**config.mk**
```make
export PLATFORM = sky130hd
export DESIGN_NAME = key_cmd_encoder
export DESIGN_NICKNAME = d
export VERILOG_FILES = /design/src/rtl/key_cmd_encoder.sv
export SDC_FILE = /design/constraint.sdc
export NUM_CORES = 1
export LEC_CHECK = 0
export CORE_MARGIN = 2
export CORE_UTILIZATION = 36
export DETAILED_ROUTE_END_ITERATION = 7
export GPL_TIMING_DRIVEN = 0
export SKIP_CTS_REPAIR_TIMING = 1
export SYNTH_ARGS = -nofsm -noshare
export SYNTH_HDL_FRONTEND = slang
export SYNTH_SLANG_ARGS = --single-unit
```
**constraint.sdc**
```tcl
create_clock -name clk -period 4.8 [get_ports clk]
set_clock_uncertainty 0.2 [all_clocks]
set_input_delay 0.96 -clock clk [delete_from_list [all_inputs] [get_ports clk]]
set_output_delay 0.96 -clock clk [all_outputs]
set_load 0.02 [all_outputs]
```
**src/rtl/key_cmd_encoder.sv**
```systemverilog
// Push-button front-end for the gomoku board: sync + debounce five keys and emit
// one stretched one-hot command per press, with auto-repeat on direction keys.
module key_cmd_encoder #(
    parameter int DEBOUNCE_CYC = 2000000,
    parameter int HOLD_CYC     = 14000002,
    parameter int REPEAT_DLY   = 50000000,
    parameter int REPEAT_GAP   = 14000002
) (
    input  logic       clk,
    input  logic       rst,
    input  logic       btn_up,
    input  logic       btn_down,
    input  logic       btn_left,
    input  logic       btn_right,
    input  logic       btn_place,
    output logic [4:0] yidong,
    output logic       flag,
    output logic       busy
);
    localparam int NUM_KEYS = 5;
    localparam logic [NUM_KEYS-1:0] KEY_PLACE = 5'b10000;

    localparam int DW      = $clog2(DEBOUNCE_CYC + 1);
    localparam int HW      = $clog2(HOLD_CYC + 1);
    localparam int RPT_MAX = (REPEAT_DLY > REPEAT_GAP) ? REPEAT_DLY : REPEAT_GAP;
    localparam int RW      = $clog2(RPT_MAX + 1);

    localparam logic [DW-1:0] DEB_LAST  = DW'((DEBOUNCE_CYC > 0) ? DEBOUNCE_CYC - 1 : 0);
    localparam logic [HW-1:0] HOLD_LOAD = HW'((HOLD_CYC > 0) ? HOLD_CYC - 1 : 0);
    localparam logic [RW-1:0] DLY_LOAD  = RW'((REPEAT_DLY > 0) ? REPEAT_DLY - 1 : 0);
    localparam logic [RW-1:0] GAP_LOAD  = RW'((REPEAT_GAP > 0) ? REPEAT_GAP - 1 : 0);

    localparam logic [1:0] ST_IDLE = 2'd0;
    localparam logic [1:0] ST_HOLD = 2'd1;
    localparam logic [1:0] ST_WAIT = 2'd2;

    logic [NUM_KEYS-1:0] btn_raw;
    logic [NUM_KEYS-1:0] key;

    assign btn_raw = {btn_place, btn_right, btn_left, btn_down, btn_up};

    // Per-key 2-flop synchroniser followed by a stability counter.
    for (genvar i = 0; i < NUM_KEYS; i++) begin : g_key
        logic [1:0]    sync_pipe;
        logic [DW-1:0] deb_cnt;
        logic          level;

        always_ff @(posedge clk) begin
            if (rst) begin
                sync_pipe <= '0;
                deb_cnt   <= '0;
                level     <= 1'b0;
            end else begin
                sync_pipe <= {sync_pipe[0], btn_raw[i]};
                if (sync_pipe[1] == level) begin
                    deb_cnt <= '0;
                end else if (deb_cnt == DEB_LAST) begin
                    level   <= ~level;
                    deb_cnt <= '0;
                end else begin
                    deb_cnt <= deb_cnt + 1'b1;
                end
            end
        end

        assign key[i] = level;
    end

    logic [1:0]          state;
    logic [NUM_KEYS-1:0] cmd;
    logic [HW-1:0]       hold_cnt;
    logic [RW-1:0]       rpt_cnt;
    logic                rpt_mode;
    logic                key_onehot;
    logic                key_held;
    logic                is_dir;

    assign key_onehot = (key != '0) && ((key & (key - 1'b1)) == '0);
    assign key_held   = |(key & cmd);
    assign is_dir     = (cmd != KEY_PLACE);

    // yidong/busy are registered alongside the state so they never glitch.
    always_ff @(posedge clk) begin
        if (rst) begin
            state    <= ST_IDLE;
            cmd      <= '0;
            hold_cnt <= '0;
            rpt_cnt  <= '0;
            rpt_mode <= 1'b0;
            yidong   <= '0;
            busy     <= 1'b0;
            flag     <= 1'b0;
        end else begin
            case (state)
                ST_IDLE: begin
                    if (key_onehot) begin
                        cmd      <= key;
                        hold_cnt <= HOLD_LOAD;
                        rpt_mode <= 1'b0;
                        yidong   <= key;
                        busy     <= 1'b1;
                        state    <= ST_HOLD;
                    end
                end
                ST_HOLD: begin
                    if (hold_cnt == '0) begin
                        yidong  <= '0;
                        busy    <= 1'b0;
                        rpt_cnt <= rpt_mode ? GAP_LOAD : DLY_LOAD;
                        if (!is_dir) flag <= ~flag;
                        state   <= ST_WAIT;
                    end else begin
                        hold_cnt <= hold_cnt - 1'b1;
                    end
                end
                ST_WAIT: begin
                    if (!key_held) begin
                        state <= ST_IDLE;
                    end else if (is_dir && rpt_cnt == '0) begin
                        hold_cnt <= HOLD_LOAD;
                        rpt_mode <= 1'b1;
                        yidong   <= cmd;
                        busy     <= 1'b1;
                        state    <= ST_HOLD;
                    end else if (rpt_cnt != '0) begin
                        rpt_cnt <= rpt_cnt - 1'b1;
                    end
                end
                default: state <= ST_IDLE;
            endcase
        end
    end
endmodule

```
# [Yosys cells after proc, flatten, opt, wreduce, memory -nomap -nowiden]
# Index checks and enable logic that the tools add are counted.
[word_totals] ff_bits=185 word_cells=123 output_inout_bits=7 input_bits=7
[classes] muxes=28 eq_ne=21 addsub=8 n_bitwise=14 n_reduce_logical=29
[op_table] operator="two-way mux 26 bit" count=5
[op_table] operator="adder 21 x 1 -> 21 bit (second input constant)" count=5
[op_table] operator="== test 21 bit (second input constant)" count=5
[op_table] operator="two-way mux 24 bit" count=4
[op_table] operator="case mux 24 bit (3 select lines)" count=1
[op_table] operator="case mux 26 bit (2 select lines)" count=1
[op_table] operator="logical NOT 26 bit" count=1
[op_table] operator="nonzero test 26 bit" count=1
[op_table] operator="subtractor 26 x 1 -> 26 bit (second input constant)" count=1
[op_table] operator="logical NOT 24 bit" count=1
[op_table] operator="subtractor 24 x 1 -> 24 bit (second input constant)" count=1
[op_table] operator="two-way mux 5 bit" count=4
[op_table] operator="case mux 5 bit (3 select lines)" count=1
[op_table] operator="AND reduction 5 bit" count=3
[op_table] operator="OR reduction 3 bit" count=5
[op_table] operator="!= test 2 bit (second input constant)" count=7
[op_table] operator="inverter 1 bit" count=12
[op_table] operator="AND reduction 2 bit" count=6
[op_table] operator="AND 5 bit" count=2
[op_table] operator="two-way mux 2 bit" count=4
[op_table] operator="case mux 2 bit (3 select lines)" count=1
[op_table] operator="AND reduction 3 bit" count=2
[op_table] operator="== test 1 bit" count=5
[op_table] operator="logical NOT 5 bit" count=1
[op_table] operator="other kinds (15)" count=21

# [Depth between registers and ports, before layout]
[logic_depth] ltp_word=6 ltp_mapped=10 depth_no_buf=8

# [Worst setup path before layout]
# OpenSTA, ideal clock, no wires.
[synth_timing] kind="register -> register" startpoint="reg rpt_cnt[14]" endpoint="reg hold_cnt[10]" required_ns=4.526 period_less_slack_ns=2.942 arrival_ns=2.668 slack_ns=1.858 stages_incl_launch_ff=9 setup_ns=0.074 path_cell_list="dfxtp_1 -> or4_4 -> or4_4 -> buf_6 -> nor4_4 -> a21oi_2 -> buf_6 -> or4_1 -> a31oi_1"
[synth_between] elab_chain_cells=4
[synth_lines] item="start, declared" line="72" rtl="logic [RW-1:0] rpt_cnt;"
[synth_lines] item="start signal, assigned" line="109" rtl="rpt_cnt <= rpt_mode ? GAP_LOAD : DLY_LOAD;"
[synth_lines] item="start signal, assigned" line="126" rtl="rpt_cnt <= rpt_cnt - 1'b1;"
[synth_lines] item="logical NOT 26 bit" line="119" rtl="end else if (is_dir && rpt_cnt == '0) begin"
[synth_lines] item="logical AND 1 bit" line="119"
[synth_lines] item="!= test 2 bit (no line)"
[synth_lines] item="AND reduction 5 bit (no line)"
[synth_lines] item="end signal, assigned" line="113" rtl="hold_cnt <= hold_cnt - 1'b1;"
[synth_lines] item="end, declared" line="71" rtl="logic [HW-1:0] hold_cnt;"
# No other way between the ends.
# A chain may end at the register's enable or synchronous reset.

# [Final worst setup path]
[layout_timing] startpoint="reg hold_cnt[2]" endpoint="reg rpt_cnt[2]"
[layout_between] elab_chain_cells=3
[layout_lines] item="logical NOT 24 bit" line="106" rtl="if (hold_cnt == '0) begin"
[layout_lines] item="!= test 2 bit (no line)"
[layout_lines] item="AND reduction 5 bit (no line)"
# No other way between the ends.

==> results.json <==
{
  "synthFlopType": "dfxtp_1",
  "grt_max_degree": 17,
  "place_inst": 1336,
  "hold_path_class": "register to register",
  "rsz0062_at_grt": "false",
  "cts.path.max_buffers": 2,
  "slew_violations": 0,
  "worst-endpoint-arrival_ns": 3.68,
  "antenna_found_initial": 0,
  "gp_congestion": 0.812,
  "final.setup.tns_ns": 0,
  "coreArea_sq_um": 23500,
  "clk_pin_slew_ns": 0.08,
  "finalCriticalPeriod_ns": 3.53,
  "antenna_cells": 0,
  "dr.pass1.iters": 5,
  "path_depth": 8,
  "final_cell_mix": "185 x dfxtp_1, 165 x nor2_1, 61 x nand2_1",
  "irDropWorstVdd_uv": 363,
  "wl_per_cell_um": 14.0,
  "crit_chain": "nor4_2 -> and4b_1 -> clkbuf_1 -> nand4_1 -> nor2_1 -> clkbuf_1 -> nor3_1 -> nor3_1",
  "powerDensity_nw_per_um2": 559,
  "hold_viol": 0,
  "dieArea_sq_um": 25100,
  "yosys.cell_types.count": 59,
  "layout-drive-gt1-share_pct": 4.58,
  "area_growth_pct": 13.0,
  "crit_type": "register to register",
  "fin_cells": 1367,
  "cts_tree": "yes",
  "synth_seq_cells": 185,
  "final_common_cell": "dfxtp_1",
  "hold_depth": 1,
  "fin_area_sq_um": 9700,
  "synth_edf_count": 0,
  "num_vias": 7100,
  "die_w_um": 158,
  "port_buffers": 12,
  "dr.first_iter.drc_count": 489,
  "routed_wl_mm": 19.1,
  "slew_headroom_pct": 34.2,
  "slowest_delay_ns": 0.63,
  "drv_cap": 0,
  "cts_made_buffers": 17,
  "crit_buf_inv": 2,
  "ys_seq_area_share_pct": 43.1,
  "grt_usage_pct": 15.7,
  "cts-root-buf": "clkbuf_16",
  "initial_core_util_pct": 36.6,
  "vias_per_cell": 5.19,
  "status": "complete, no violations",
  "syn_nets": 1025,
  "drcViolationCount": 0,
  "clkLatencyLatePin_ns": 0.43,
  "nets": 1056,
  "synth_async_sr_flop_share_pct": 0,
  "whs_ns": 0.239,
  "min_period_over_period_pct": 73.6,
  "reg2reg_depth": 8,
  "setup.worst_path.start_class": "register",
  "postPlaceCellArea_sq_um": 9100,
  "end_kind": "register",
  "worst_slew_pin_slew_ns": 0.972,
  "fmax_ghz": 0.283,
  "ctsHtreeMaxLevel": 4,
  "cp_slowest_cell": "nor4_2",
  "hpwlAfterDp_mm": 12.9,
  "die_h_um": 158,
  "grt_first_pass_wirelength_mm": 31.7,
  "crit_fanout": 10,
  "grt_overflow": 0,
  "first_global_vias": 6368,
  "crit_required_ns": 4.94,
  "power.leakage_nw": 3.16,
  "syn_area_sq_um": 8580,
  "finalSetupViolCount": 0,
  "synthCells": 1005,
  "yosys_warnings": 0,
  "cts_sinks": 185,
  "fill_cells": 2393,
  "syn_avg_cell_area_sq_um": 8.54,
  "io_pins": 14,
  "drtAntennaViolNets": 0,
  "critical-path-top-delay-family": "simple AND/OR/NAND/NOR gates",
  "rows": 56
}
flip-flops by register name, summed over array words and instances (netlist names):
name / flops
yidong: 5
rpt_cnt: 26
cmd: 5
state: 2
busy: 1
g_key.level: 5
flag: 1
rpt_mode: 1
g_key.sync_pipe: 10
hold_cnt: 24
g_key.deb_cnt: 105
cells in the mapped netlist, types with 3 or more instances:
cell | number | area [sq um]
a211oi_1 | 3 | 22.5
a21oi_1 | 49 | 245
a31oi_1 | 26 | 163
and2_1 | 4 | 25.0
and3_1 | 10 | 62.6
and4_1 | 15 | 131
buf_6 | 3 | 33.8
clkbuf_1 | 41 | 154
dfxtp_1 | 185 | 3700
ha_1 | 13 | 163
inv_1 | 20 | 75.1
mux2i_1 | 12 | 120
nand2_1 | 61 | 229
nand3_1 | 45 | 225
nand4_1 | 26 | 163
nor2_1 | 165 | 619
nor2b_1 | 20 | 125
nor3_1 | 27 | 135
nor3b_1 | 4 | 30.0
nor4_1 | 12 | 75.1
nor4b_1 | 10 | 87.6
o211ai_1 | 3 | 22.5
o21ai_0 | 26 | 130
o31ai_1 | 28 | 210
or3_1 | 22 | 138
or4_1 | 27 | 203
or4b_2 | 3 | 30.0
xnor2_1 | 44 | 385
xor2_1 | 59 | 517
path summary, 6_finish.rpt:
path,startpoint,endpoint,slack (ns)
max,hold_cnt[2],rpt_cnt[2],1.27
min reg2reg,g_key[2].sync_pipe[0],g_key[2].sync_pipe[1],0.24
max reg2reg,hold_cnt[2],rpt_cnt[2],1.27
min,g_key[2].sync_pipe[0],g_key[2].sync_pipe[1],0.24
stage by stage:
stage	util (%)	total power [W]	setup WS (ns)
floorplan	-	0.00346	1.86
global placement	38.8	0.00396	1.38
detailed placement	38.8	0.00397	1.40
CTS	41.3	0.00543	1.35
global route	41.3	0.00581	1.00
finish	41.3	0.00542	1.27
power by group:
| part | internal, W | switching [W] |
|---|---|---|
| registers | 0.00168 | 0.000137 |
| clock network | 0.000828 | 0.000612 |
| logic | 0.000767 | 0.00140 |
| total | 0.00328 | 0.00215 |
worst reg2reg max path, stage by stage (launching register included):
cell	delay (ns)
dfxtp_1	0.35
nor4_2	0.64
and4b_1	0.30
clkbuf_1	0.30
nand4_1	0.42
nor2_1	0.48
clkbuf_1	0.47
nor3_1	0.10
nor3_1	0.18
cells by family after synthesis:
group	count (synthesis)	share of synthesized area, %
AO/OA/AOI/OAI	160	11.7
XOR/XNOR	103	10.5
adder cells (fa/ha/maj)	13	1.89
buffers and inverters	68	3.26
flip-flops	185	43.1
multiplexers	12	1.40
AND/OR/NAND/NOR	464	28.1
metal layers:
metal  vias to the layer above  global-route usage [%]  part of all wire, %
met2                       100                    24.3                   44
met1                      3342                    22.1                   51
li1                       3641                       -                    -
met4                         0                    4.76                  1.2
met5                         -                       0                    0
met3                        17                    3.10                  3.2
final cells by class:
cell class / count / area, sq um / share of cell area (%)
Multi-Input combinational cell: 752 / 4600 / 47.4
Sequential cell: 185 / 3700 / 38.2
Clock buffer: 23 / 488 / 5.03
Tap cell: 319 / 399 / 4.11
Buffer: 47 / 201 / 2.08
Timing Repair Buffer: 12 / 120 / 1.24
Clock inverter: 8 / 110 / 1.13
Inverter: 21 / 78.8 / 0.812
(Power assumes the default switching activity.)
